File: config.mk
export PLATFORM = sky130hd
export DESIGN_NAME = sap_program_loader_flat
export DESIGN_NICKNAME = d
export VERILOG_FILES = /design/src/rtl/sap_pkg.sv /design/src/rtl/sap_program_loader_if.sv /design/src/rtl/sap_prog_ram.sv /design/src/rtl/sap_program_loader.sv /design/src/flat_wrapper.sv
export SDC_FILE = /design/constraint.sdc
export NUM_CORES = 1
export LEC_CHECK = 0
export CORE_MARGIN = 2
export CORE_UTILIZATION = 35
export CTS_CLUSTER_DIAMETER = 150
export CTS_CLUSTER_SIZE = 28
export DETAILED_ROUTE_END_ITERATION = 8
export PLACE_DENSITY = 0.55
export SYNTH_ARGS = -nofsm -noshare
export SYNTH_HDL_FRONTEND = slang
export SYNTH_HIERARCHICAL = 1
export SYNTH_SLANG_ARGS = --single-unit
File: constraint.sdc
create_clock -name clk -period 2.6 [get_ports clk]
set_input_delay 0.52 -clock clk [delete_from_list [all_inputs] [get_ports clk]]
set_output_delay 0.52 -clock clk [all_outputs]
set_load 0.01 [all_outputs]
File: src/rtl/sap_pkg.sv
// Shared SAP program-memory constants, loader state encoding and opcodes used to build images.
package sap_pkg;

  localparam int unsigned ADDR_W = 4;
  localparam int unsigned DATA_W = 9;
  localparam int unsigned DEPTH  = 16;

  localparam logic [DATA_W-1:0] FILL_WORD = 9'h1FF;

  typedef logic [2:0] loader_state_t;
  localparam loader_state_t StIdle  = 3'd0;
  localparam loader_state_t StLoad  = 3'd1;
  localparam loader_state_t StCheck = 3'd2;
  localparam loader_state_t StFill  = 3'd3;
  localparam loader_state_t StRun   = 3'd4;
  localparam loader_state_t StErr   = 3'd5;

  localparam logic [3:0] LDA = 4'h0;
  localparam logic [3:0] ADD = 4'h1;
  localparam logic [3:0] SUB = 4'h2;
  localparam logic [3:0] OUT = 4'h3;

  function automatic logic [DATA_W-1:0] make_word(logic [3:0] opcode, logic [4:0] operand);
    return {opcode, operand};
  endfunction

endpackage

File: src/rtl/sap_program_loader_if.sv
// Host stream, CPU read port and status signals of the SAP program loader.
interface sap_program_loader_if;
  import sap_pkg::*;

  logic              start;
  logic              in_valid;
  logic [DATA_W-1:0] in_data;
  logic              in_last;
  logic              in_ready;
  logic [ADDR_W-1:0] rd_addr;
  logic              rd_ce_n;
  logic [DATA_W-1:0] rd_data;
  logic              cpu_hold;
  logic              busy;
  logic              done;
  logic              error;
  logic [ADDR_W:0]   word_count;

  modport master (
    output start, in_valid, in_data, in_last, rd_addr, rd_ce_n,
    input  in_ready, rd_data, cpu_hold, busy, done, error, word_count
  );

  modport slave (
    input  start, in_valid, in_data, in_last, rd_addr, rd_ce_n,
    output in_ready, rd_data, cpu_hold, busy, done, error, word_count
  );

endinterface

File: src/rtl/sap_prog_ram.sv
// DEPTH x DATA_W program RAM: synchronous write, asynchronous read gated by active-low CE.
module sap_prog_ram #(
  parameter int unsigned ADDR_W = 4,
  parameter int unsigned DATA_W = 9,
  parameter int unsigned DEPTH  = 16
) (
  input  logic              clk,
  input  logic              we,
  input  logic [ADDR_W-1:0] waddr,
  input  logic [DATA_W-1:0] wdata,
  input  logic [ADDR_W-1:0] raddr,
  input  logic              ce_n,
  output logic [DATA_W-1:0] rdata
);

  logic [DATA_W-1:0] mem [DEPTH];

  always_ff @(posedge clk) begin
    if (we) begin
      mem[waddr] <= wdata;
    end
  end

  assign rdata = ce_n ? '0 : mem[raddr];

endmodule

File: src/rtl/sap_program_loader.sv
// SAP program loader: streams an image into program RAM, pads it, then releases the CPU.
// Optional checksum word after the image is enabled with LOADER_CHECKSUM_EN.
module sap_program_loader #(
  parameter int unsigned       ADDR_W    = sap_pkg::ADDR_W,
  parameter int unsigned       DATA_W    = sap_pkg::DATA_W,
  parameter int unsigned       DEPTH     = sap_pkg::DEPTH,
  parameter logic [DATA_W-1:0] FILL_WORD = sap_pkg::FILL_WORD
) (
  input logic                 clk,
  input logic                 rst,
  sap_program_loader_if.slave bus
);
  import sap_pkg::*;

  localparam logic [ADDR_W-1:0] LastAddr  = ADDR_W'(DEPTH - 1);
  localparam logic [ADDR_W:0]   FullCount = (ADDR_W + 1)'(DEPTH);

  loader_state_t     state_q, state_d;
  logic [ADDR_W-1:0] wr_addr_q, wr_addr_d;
  logic [ADDR_W:0]   count_q, count_d;
  logic              cpu_hold_q;
  logic              in_ready;
  logic              xfer;
  logic              we;
  logic [DATA_W-1:0] wdata;
`ifdef LOADER_CHECKSUM_EN
  logic [DATA_W-1:0] sum_q, sum_d;
`endif

  assign in_ready = (state_q == StLoad) || (state_q == StCheck);
  assign xfer     = bus.in_valid && in_ready;

  always_comb begin
    state_d   = state_q;
    wr_addr_d = wr_addr_q;
    count_d   = count_q;
    we        = 1'b0;
    wdata     = bus.in_data;
`ifdef LOADER_CHECKSUM_EN
    sum_d     = sum_q;
`endif
    case (state_q)
      StIdle, StRun, StErr: begin
        if (bus.start) begin
          state_d   = StLoad;
          wr_addr_d = '0;
          count_d   = '0;
`ifdef LOADER_CHECKSUM_EN
          sum_d     = '0;
`endif
        end
      end
      StLoad: begin
        if (xfer) begin
          we        = 1'b1;
          wr_addr_d = wr_addr_q + 1'b1;
          count_d   = (count_q == FullCount) ? count_q : count_q + 1'b1;
`ifdef LOADER_CHECKSUM_EN
          sum_d     = sum_q + bus.in_data;
          if (bus.in_last || wr_addr_q == LastAddr) begin
            state_d = StCheck;
          end
`else
          if (bus.in_last || wr_addr_q == LastAddr) begin
            state_d = (wr_addr_q == LastAddr) ? StRun : StFill;
          end
`endif
        end
      end
`ifdef LOADER_CHECKSUM_EN
      StCheck: begin
        // The checksum word is compared only; it is never written to RAM.
        if (xfer) begin
          if (bus.in_data != sum_q) begin
            state_d = StErr;
          end else begin
            state_d = (count_q == FullCount) ? StRun : StFill;
          end
        end
      end
`endif
      StFill: begin
        we        = 1'b1;
        wdata     = FILL_WORD;
        wr_addr_d = wr_addr_q + 1'b1;
        if (wr_addr_q == LastAddr) begin
          state_d = StRun;
        end
      end
      default: state_d = StIdle;
    endcase
  end

  always_ff @(posedge clk or posedge rst) begin
    if (rst) begin
      state_q    <= StIdle;
      wr_addr_q  <= '0;
      count_q    <= '0;
      cpu_hold_q <= 1'b1;
`ifdef LOADER_CHECKSUM_EN
      sum_q      <= '0;
`endif
    end else begin
      state_q    <= state_d;
      wr_addr_q  <= wr_addr_d;
      count_q    <= count_d;
      // Registered from the next state so the CPU is released on the edge of the final write.
      cpu_hold_q <= (state_d != StRun);
`ifdef LOADER_CHECKSUM_EN
      sum_q      <= sum_d;
`endif
    end
  end

  sap_prog_ram #(
    .ADDR_W (ADDR_W),
    .DATA_W (DATA_W),
    .DEPTH  (DEPTH)
  ) u_ram (
    .clk   (clk),
    .we    (we),
    .waddr (wr_addr_q),
    .wdata (wdata),
    .raddr (bus.rd_addr),
    .ce_n  (bus.rd_ce_n | cpu_hold_q),
    .rdata (bus.rd_data)
  );

  assign bus.in_ready   = in_ready;
  assign bus.cpu_hold   = cpu_hold_q;
  assign bus.busy       = (state_q == StLoad) || (state_q == StCheck) || (state_q == StFill);
  assign bus.done       = (state_q == StRun);
  assign bus.word_count = count_q;
`ifdef LOADER_CHECKSUM_EN
  assign bus.error      = (state_q == StErr);
`else
  assign bus.error      = 1'b0;
`endif

endmodule

File: src/flat_wrapper.sv
// flat-port wrapper written by rule: the top's interface ports become plain ports
module sap_program_loader_flat import sap_pkg::*;
#(
  parameter int unsigned       ADDR_W    = sap_pkg::ADDR_W,
  parameter int unsigned       DATA_W    = sap_pkg::DATA_W,
  parameter int unsigned       DEPTH     = sap_pkg::DEPTH,
  parameter logic [DATA_W-1:0] FILL_WORD = sap_pkg::FILL_WORD
)
  (clk, rst, bus_start, bus_in_valid, bus_in_data, bus_in_last, bus_rd_addr, bus_rd_ce_n, bus_in_ready, bus_rd_data, bus_cpu_hold, bus_busy, bus_done, bus_error, bus_word_count);
  sap_program_loader_if bus_i ();
  input logic clk;
  input logic rst;
  input wire logic [$bits(bus_i.start)-1:0] bus_start;
  input wire logic [$bits(bus_i.in_valid)-1:0] bus_in_valid;
  input wire logic [$bits(bus_i.in_data)-1:0] bus_in_data;
  input wire logic [$bits(bus_i.in_last)-1:0] bus_in_last;
  input wire logic [$bits(bus_i.rd_addr)-1:0] bus_rd_addr;
  input wire logic [$bits(bus_i.rd_ce_n)-1:0] bus_rd_ce_n;
  output wire logic [$bits(bus_i.in_ready)-1:0] bus_in_ready;
  output wire logic [$bits(bus_i.rd_data)-1:0] bus_rd_data;
  output wire logic [$bits(bus_i.cpu_hold)-1:0] bus_cpu_hold;
  output wire logic [$bits(bus_i.busy)-1:0] bus_busy;
  output wire logic [$bits(bus_i.done)-1:0] bus_done;
  output wire logic [$bits(bus_i.error)-1:0] bus_error;
  output wire logic [$bits(bus_i.word_count)-1:0] bus_word_count;
  assign bus_i.start = bus_start;
  assign bus_i.in_valid = bus_in_valid;
  assign bus_i.in_data = bus_in_data;
  assign bus_i.in_last = bus_in_last;
  assign bus_i.rd_addr = bus_rd_addr;
  assign bus_i.rd_ce_n = bus_rd_ce_n;
  assign bus_in_ready = bus_i.in_ready;
  assign bus_rd_data = bus_i.rd_data;
  assign bus_cpu_hold = bus_i.cpu_hold;
  assign bus_busy = bus_i.busy;
  assign bus_done = bus_i.done;
  assign bus_error = bus_i.error;
  assign bus_word_count = bus_i.word_count;
  sap_program_loader #(.ADDR_W(ADDR_W), .DATA_W(DATA_W), .DEPTH(DEPTH), .FILL_WORD(FILL_WORD)) u_core (.clk(clk), .rst(rst), .bus(bus_i));
endmodule
# Yosys cells after proc, flatten, opt, wreduce, memory -nomap -nowiden
# Memory sizes are Yosys's and may differ from the RTL's.
# Index checks and enable logic that the tools add are counted.
dict set report totals {
  ramBits 144
  output_inout_bits 19
  reg_bits 13
  memories 1
  elab_cells 48
  mem_bits_ro 0
  latchBits 0
  in_bits 19
}
dict set report op_classes {
  multipliers 0
  n_reduce_logical 10
  n_eq_ne 11
  n_shift 0
  n_addsub 2
  n_bitwise 1
  magnitude_cmp 0
  div_mod_pow 0
  n_mux 19
}
# memory words width rd rd_clocked_by_memory_dff write_ports line_no
set memory_table {}
lappend memory_table {u_core.u_ram.mem 16 9 1 0 1 sap_prog_ram.sv:16} ;# logic [DATA_W-1:0] mem [DEPTH];
# operator count
set ops {}
lappend ops {{9-bit 2-to-1 mux} 2}
lappend ops {{3-bit 2-to-1 mux} 5}
lappend ops {{5-bit 2-to-1 mux} 3}
lappend ops {{4-bit one-hot mux with 3 select lines} 1}
lappend ops {{5-bit one-hot mux with 2 select lines} 1}
lappend ops {{3-bit one-hot mux with 3 select lines} 1}
lappend ops {{4-bit 2-to-1 mux} 2}
lappend ops {{3-bit by 2-bit equality test with 1-bit output (second input constant)} 2}
lappend ops {{3-bit equality test (second input constant)} 2}
lappend ops {{5-bit by 1-bit adder with 5-bit output (second input constant)} 1}
lappend ops {{5-bit equality test (second input constant)} 1}
lappend ops {{4-bit by 1-bit adder with 4-bit output (second input constant)} 1}
lappend ops {{4-bit equality test (second input constant)} 1}
lappend ops {{2-bit inequality test (second input constant)} 2}
lappend ops {{4-bit AND reduction} 1}
lappend ops {{3-bit by 1-bit equality test with 1-bit output (second input constant)} 1}
lappend ops {{3-bit logical NOT} 1}
lappend ops {{1-bit logical OR} 3}
lappend ops {{1-bit 2-to-1 mux} 3}
lappend ops {{3-bit inequality test (second input constant)} 1}
lappend ops {{3-bit AND reduction} 1}
lappend ops {{3-bit nonzero test} 1}
lappend ops {{3-bit OR reduction} 1}
lappend ops {{2-bit by 1-bit inequality test with 1-bit output (second input constant)} 1}
lappend ops {{other kinds (4)} 4}

# Depth between registers and ports, before layout
dict set report depth {
  depth_word 7
  mapped_depth 7
}

# Cells and area by module
# Netlist, hierarchy kept.
# mod area_per_inst_um2 cells_per_inst instances seq_area_each_um2
set by_module_without_submodules {}
lappend by_module_without_submodules {sap_prog_ram 5679.2 265 1 4324.1}
lappend by_module_without_submodules {sap_program_loader 868.3 90 1 326.6}

# Worst setup path after synthesis
# Ideal clock, no wire load.
dict set report synth_timing {
  path_type {reg-to-reg}
  start {register u_core.state_q[0]}
  end {memory u_core.u_ram.mem[0][0] (enable)}
  arrival_ps 2124
  path_slack_ps 90
  setup_time_ps 387
  required_time_ps 2213
  synth_period_minus_slack_ps 2510
  path_stages_with_launch 8
  path_cell_list {dfrtp_1 -> buf_6 -> nor2b_1 -> buf_4 -> o21ai_1 -> inv_2 -> or3b_2 -> nor3_1}
}
dict set report synth_between {
  elab_chain_cells 7
}
# item line_no
set synth_lines {}
lappend synth_lines {{start: declaration} sap_program_loader.sv:18} ;# loader_state_t state_q, state_d;
lappend synth_lines {{start signal: assignment} sap_program_loader.sv:96} ;# state_q <= StIdle;
lappend synth_lines {{start signal: assignment} sap_program_loader.sv:104} ;# state_q <= state_d;
lappend synth_lines {{3-bit by 1-bit equality test with 1-bit output / 3-bit by 2-bit equality test with 1-bit output (equally long branches)} {sap_program_loader.sv:30, sap_program_loader.sv:42}}
lappend synth_lines {{1-bit logical OR} sap_program_loader.sv:30} ;# assign in_ready = (state_q == StLoad) || (state_q == StCheck);
lappend synth_lines {{1-bit logical AND} sap_program_loader.sv:31} ;# assign xfer = bus.in_valid && in_ready;
lappend synth_lines {{1-bit 2-to-1 mux} sap_program_loader.sv:54} ;# if (xfer) begin
lappend synth_lines {{1-bit one-hot mux with 2 select lines *} sap_program_loader.sv:42} ;# case (state_q)
lappend synth_lines {{net u_core.we} sap_program_loader.sv:24} ;# logic we;
lappend synth_lines {{1-bit 2-to-1 mux *} sap_prog_ram.sv:19} ;# if (we) begin
lappend synth_lines {{1-bit 2-to-1 mux (not written as such) *} sap_prog_ram.sv:20} ;# mem[waddr] <= wdata;
lappend synth_lines {{end: declaration} sap_prog_ram.sv:16}
# Mark *: on every way through the listed nets, which the timed path passes. The rest lies on a longest branch.

# Worst setup path in the final report
dict set report layout_timing {
  start {input port bus_rd_addr[3]}
  end {output port bus_rd_data[1]}
}
dict set report layout_between {
  elab_chain_cells 2
}
# item line_no
set layout_lines {}
lappend layout_lines {{start: declaration} flat_wrapper.sv:17} ;# input wire logic [$bits(bus_i.rd_addr)-1:0] bus_rd_addr;
lappend layout_lines {{memory read 16 x 9 bit} n/a}
lappend layout_lines {{9-bit 2-to-1 mux} sap_prog_ram.sv:24} ;# assign rdata = ce_n ? '0 : mem[raddr];
lappend layout_lines {{end: declaration} flat_wrapper.sv:20} ;# output wire logic [$bits(bus_i.rd_data)-1:0] bus_rd_data;
# Every way passes these cells.

==> summary.md <==
| Metric | Value |
|---|---|
| Port Buffers | `36` |
| Combinational fraction of design power | `0.201` |
| Worst setup SP type | `input pin` |
| Peak VDD IR | `545 uV` |
| Drt first pass iters | `4` |
| Endpoints failing setup | `0` |
| Worst skew pair latency | `420 ps` |
| Register bit total from synthesis | `157` |
| Slowest stage delay, CP | `560 ps` |
| WS Path Type | `input pin to output pin` |
| Global route total overflow | `0` |
| Status | `finished, final reports clean` |
| First-pass GRT wire length | `22,000 um` |
| Clock Tree Buf Depth | `2` |
| Vias per cell | `5.18` |
| # diodes | `0` |
| Initial antenna violation count | `0` |
| Top cells by count, synth | `edfxtp_1 (144), mux2i_1 (24), nor2_1 (22)` |
| Top-count cell post-synth | `edfxtp_1` |
| GPL Wtd Cong | `0.841` |
| Die area | `0.0198 mm^2` |
| Sequential Power Share | `0.488` |
| CTS Sinks | `157` |
| Avg Synthesized Cell Area | `18.4 um^2` |
| Worst path cell trace | `clkdlybuf4s50_1, or2_2, o22ai_4, clkdlybuf4s15_2` |
| DRT antenna net count | `0` |
| Top FF cell, synth | `edfxtp_1` |
| Crit path capture type | `output pin` |
| CTS tree | `done` |
| Crit path max-delay cell type | `clkdlybuf4s50_1` |
| Routed length per placed instance | `20.6 um` |
| Min cycle time layout | `2540 ps` |
| Worst R2R Setup Slack | `480 ps` |
| Place WS | `-540 ps` |
| Hold Crit Class | `input pin to asynchronous set/reset pin` |
| Setup Skew | `9.05 ps` |
| Buf/Inv on CP | `2` |
| Switching share of power | `0.286` |
| Total CTS buffers | `17` |
| Synth Instances | `355` |
| Synth unique cells | `48` |
| Crit path max-delay family | `buffers and inverters` |
| DRT Wirelength | `14,100 um` |
| Share of cells above drive strength 1 | `0.273` |
| GRT Total Usage | `0.152` |
| Leak | `0.00276 uW` |
| Post-synthesis async set-or-reset flop share | `0.0828` |
| H-tree levels | `4` |
| Tightest Pin Transition | `664 ps` |
| Number of flops mapped to enable cells by yosys | `144` |
| Post-synth top area cell | `edfxtp_1` |
| Vias in the first global route | `3,707` |
| Largest net degree at the start of global routing | `17` |
| Net Count, Synth | `377` |
| Post-route DRC | `0` |
| Ranking of synthesized cells by area | `edfxtp_1 (66%), mux4_2 (6.2%), mux4_1 (4.8%)` |
| Hold Fails Final Rpt | `0` |
| Cell Area, Synth | `0.00655 mm^2` |
| Fin. max-slew vios | `0` |
| Die width | `141 um` |
| Slack of the critical path | `55.7 ps` |
| Clock Pin Slew Worst Setup and Hold Paths | `60 ps` |
| Total chip power | `7220 uW` |
| WP data required | `2080 ps` |
| Max_cap viols | `0` |
| PD cells | `897 mW/mm^2` |
| Slew margin rel. | `0.558` |
| Final Util | `0.434` |
| Placed wire-length estimate | `9560 um` |
| Initial Util | `0.354` |
| Switching Power | `2060 uW` |
| CP max FO | `4` |
| FP Rows | `50` |
| Synth top area share | `0.660` |
| RSZ-0062 raised after global routing | `false` |
| Period utilization | `0.979` |
| Root Buffer Master | `clkbuf_16` |
| Top Ports | `38` |
| DIE HEIGHT | `141 um` |
| Core ar. | `0.0185 mm^2` |
| Post-synthesis sequential area ratio | `0.710` |
| Internal power | `5160 uW` |
| Fmax achieved | `0.393 GHz` |
| Initial drt markers | `264` |
| Power share of the clock group | `0.311` |
| Nets | `460` |
| Warnings, synthesis | `6` |
| Worst Path Arrival | `2020 ps` |
| Layout area overhead | `22.9%` |
| Hold slack | `445 ps` |
| Vias | `3,549` |
-- metal layers --
metal  share of wire  track usage  up-vias
met4          0.0084       0.0358        0
met2            0.51        0.255      100
met3           0.056       0.0387       14
li1                -            -     1610
met1            0.43        0.201     1825
met5               0            0        -
-- final timing paths --
kind / cells past startpoint / start / to
hold reg to reg: 1 / u_core/bus.word_count[4] / u_core/bus.word_count[4]
min in group clk: 1 / u_core/bus.word_count[4] / u_core/bus.word_count[4]
setup reg to reg: 6 / u_core/state_q[2] / u_core/u_ram/mem[0][8]
max in group asynchronous: 2 / rst / u_core/bus.cpu_hold
setup / recovery: 4 / bus_rd_addr[3] / bus_rd_data[1]
hold / removal: 2 / rst / u_core/state_q[0]
-- power groups by stage --
| stage | sequential, uW | clock (uW) | combinational (uW) |
|---|---|---|---|
| final | 3520 | 2240 | 1450 |
| after global routing | 3570 | 2400 | 1580 |
| after CTS | 3530 | 2300 | 1480 |
| after detailed placement | 3580 | 0 | 1450 |
| after global placement | 3560 | 0 | 1400 |
| after floorplan | 3510 | 0 | 896 |
-- sequential cells by signal, summed over array words and instances, names as in the netlist --
register,flops
u_core/u_ram/mem,144
u_core/state_q,3
u_core/bus.word_count,5
u_core/wr_addr_q,4
u_core/bus.cpu_hold,1
-- what timing repair did --
item	4_1_cts	5_1_grt
pin swaps	2	2
hold buffers	0	0
resized for setup	51	7
endpoints found under the setup margin	9	8
endpoints found under the hold margin	0	0
buffers inserted	1	0
gates cloned	2	0
-- final cells by class --
| cell class | instances | area [um^2] |
|---|---|---|
| Inverter | 9 | 33.8 |
| Clock buffer | 18 | 429 |
| Sequential cell | 157 | 4650 |
| Clock inverter | 14 | 111 |
| Multi-Input combinational cell | 175 | 1800 |
| Timing Repair Buffer | 78 | 723 |
| Tap cell | 234 | 293 |
| Fill cell | 1652 | 10500 |
-- worst register-to-register path: cells and delay by family (launching register included) --
family	cells	cell delay, ps
AO/OA/AOI/OAI	1	120
buffers and inverters	2	370
AND/OR/NAND/NOR	3	870
flip-flops	1	470
-- cells in the final DEF (no fill, tap or decap), drive strengths merged, types with 8 or more instances in the layout --
master | netlist | layout
dfrtp | 12 | 12
clkbuf | 0 | 19
edfxtp | 144 | 144
mux4 | 30 | 30
mux2i | 25 | 25
inv | 9 | 14
a22oi | 10 | 10
nor2 | 22 | 22
o21ai | 8 | 8
clkdlybuf4s50 | 0 | 23
buf | 14 | 49
nand3 | 10 | 10
nand2b | 15 | 15
-- through the flow --
stage,instance area [um^2],setup TNS [ps],cells
3_5_place_dp,7420,-3960,650
3_3_place_gp,7420,-3710,650
2_1_floorplan,6550,0,355
4_1_cts,8040,0,685
5_1_grt,8040,0,685
6_report,8040,0,685
-- cell families (layout without fill, tap and decap cells) --
family | count (synthesis) | count (layout) | synth area share
xor gates and xnor gates | 1 | 1 | 0.00134
adders and majority gates | 3 | 3 | 0.00573
other | 1 | 1 | 0.000573
muxes | 55 | 55 | 0.150
and+or+nand+nor | 75 | 75 | 0.0633
DFF | 157 | 157 | 0.710
buffers and inverters | 23 | 119 | 0.0247
AOI/OAI and AO/OA | 40 | 40 | 0.0440
Note: power is estimated with default switching activity, not from simulation.
==> edit: new RTL, config.mk and constraints unchanged <==
`DEPTH` is set to 16 in 2 places; all go to 8.
--- a/src/rtl/sap_pkg.sv
+++ b/src/rtl/sap_pkg.sv
@@ -5,3 +5,3 @@
   localparam int unsigned DATA_W = 9;
-  localparam int unsigned DEPTH  = 16;
+  localparam int unsigned DEPTH  = 8;
 
--- a/src/rtl/sap_prog_ram.sv
+++ b/src/rtl/sap_prog_ram.sv
@@ -4,3 +4,3 @@
   parameter int unsigned DATA_W = 9,
-  parameter int unsigned DEPTH  = 16
+  parameter int unsigned DEPTH  = 8
 ) (
Function: changed (Yosys sat finds a counterexample within 10 cycles, from zero or initial values and one cycle with rst high).
==> edit against the unedited design <==
  * Final cell count down 41%
  * Combinational power down 24%
  * Sequential power down 41%
  * Power down 44%
  * Clock power down 63%
  * Non-clock buffer count down 27
  * Critical path depth up 2
  * Design area down 45%
  * Area after synthesis down 44%
  * Sequential cell count down 72
  * Synthesized cell count down 41%
  * Worst setup slack better by 18 ps
  * Routed wire length down 49%
  * Highest routed layer unchanged
==> edit: results <==
set metrics [dict create \
    drtIter0Drc 65 \
    synth.top_cells.by_count "72 x edfxtp_1, 20 x nor2_1, 16 x mux2i_1" \
    status "finished clean" \
    synth_xor_area_share_pct 0.240 \
    hold_path_depth 1 \
    reg2reg_slack_ps 680 \
    synthArstFlopShare_pct 15.3 \
    clk_latency_ps 340 \
    place_area_sq_um 4220 \
    synth_area_leaders "edfxtp_1 59%, dfrtp_1 8.2%, mux4_2 6.2%" \
    synth_flop_cell "edfxtp_1" \
    clkSlewWorstSetupHoldPaths_ps 90 \
    grt_pass1_wl_mm 11.0 \
    htree_num_levels 3 \
    top_register "u_core/u_ram/mem" \
    crit_path_max_fanout 10 \
    hold_end "u_core/bus.word_count[4]$_DFFE_PP0P_" \
    synth-edff-count 72 \
    drive_gt1_share_pct 18.3 \
    cts_root_buf "clkbuf_8" \
    synth_compound_area_share_pct 3.22 \
    drt_wl_total_mm 7.14 \
    largest_reg_flops 72 \
    place.gp.congestion 0.720 \
    numCtsBuffers 9 \
    ir_worst_vdd_v 0.000438 \
    dr_total_vias 1955 \
    reg2reg_to "u_core/u_ram/mem[4][1]$_DFFE_PP_" \
    fin_nets 285 \
    r2r_cells 6 \
    tightest_slew_ps 515 \
    antenna_found_initial 0 \
    track_usage_pct 13.4 \
    synthAdderAreaFrac_pct 1.03 \
    place_hpwl_mm 4.48 \
    grt_pass1_vias 1944 \
    clockBufferDepth 2 \
    power.leakage_nw 1.60 \
    seq_area_frac_synth_pct 68.2 \
    diodes 0 \
    holdCritPathClass "flop to flop" \
    synth.distinct_cells 39 \
    drt_first_pass_iters 4 \
    cts_setup_buffers 0 \
    syn_nets 233 \
    hold_ws_ps 489 \
    r2r_start "u_core/state_q[2]$_DFF_PP0_" \
    grt_max_degree 16 \
    yosys_warnings 6 \
    dp_worst_setup_slack_ps -470 \
    synth.area.mux_share_pct 16.3 \
    portBuffers 35 \
    hp-start "u_core/bus.word_count[4]$_DFFE_PP0P_" \
    fin_skew_ps 12.3 \
]
-- edit: cell types whose count changed in the layout (fill, tap and decap cells not counted), sizes merged, moves of 9 or more --
cell,before,now
edfxtp,144,72
a22oi,10,0
mux2i,25,16
buf,49,17
clkbuf,19,10
nand3,10,1
mux4,30,18
-- edit: worst max path at each step --
stage / startpoint / endpoint / slack (ps) / cells after the start
2_1_floorplan: u_core/state_q[2]$_DFF_PP0_ / u_core/u_ram/mem[0][0]$_DFFE_PP_ / 520 / 6
3_3_place_gp: bus_rd_addr[0] / bus_rd_data[3] / -460 / 6
3_5_place_dp: bus_rd_addr[0] / bus_rd_data[3] / -470 / 6
4_1_cts: bus_rd_addr[0] / bus_rd_data[6] / 20 / 6
5_1_grt: bus_rd_addr[2] / bus_rd_data[0] / 2 / 6
6_report: bus_rd_addr[2] / bus_rd_data[2] / 70 / 6
-- edit: layout make-up --
type,count,area [sq um]
clock buffer,9,124
clock inverter,7,50.0
fill,934,5820
inverter,7,26.3
multi-input combinational,109,1050
sequential,85,2490
tap,136,170
timing repair buffer,51,505
-- edit: worst max-delay path, stage by stage --
cell             delay [ps]
clkdlybuf4s50_1         510
buf_6                   170
mux4_1                  310
mux2i_1                 150
nor2_1                   50
dlygate4sd2_1           290
-- edit: kinds of logic (layout without fill, tap and decap cells) --
kind of cell	after synthesis	in the layout
DFF	85	85
xor gates and xnor gates	1	1
and+or+nand+nor	53	53
buffers and inverters	17	74
muxes	34	34
AOI/OAI and AO/OA	17	17
other	1	1
adders and majority gates	3	3
-- edit: metal layers --
metal	track usage [%]	wire length [microns]	share of wire [%]
met5	0	0	0
met4	4.51	70	0.98
met3	2.39	195	2.7
met2	21.3	3370	47
met1	18.7	3510	49
-- edit: repair_timing --
item                                    in CTS  in global routing
pin swaps                                    0                  0
cloned                                       1                  0
endpoints found under the setup margin       9                  8
gates resized for setup                     12                 10
hold buffers                                 0                  0
-- edit: through the flow --
step / power (W) / std cells
2_1_floorplan: 0.00278 / 211
3_3_place_gp: 0.00321 / 387
3_5_place_dp: 0.00324 / 387
4_1_cts: 0.00408 / 404
5_1_grt: 0.00427 / 404
6_report: 0.00402 / 404
-- edit: report_power, final --
part | leakage, nW | switching [W] | total [W] | internal [W]
sequential | 0.803 | 0.000169 | 0.00209 | 0.00192
combinational | 0.709 | 0.000621 | 0.00110 | 0.000483
clock | 0.0853 | 0.000479 | 0.000830 | 0.000351
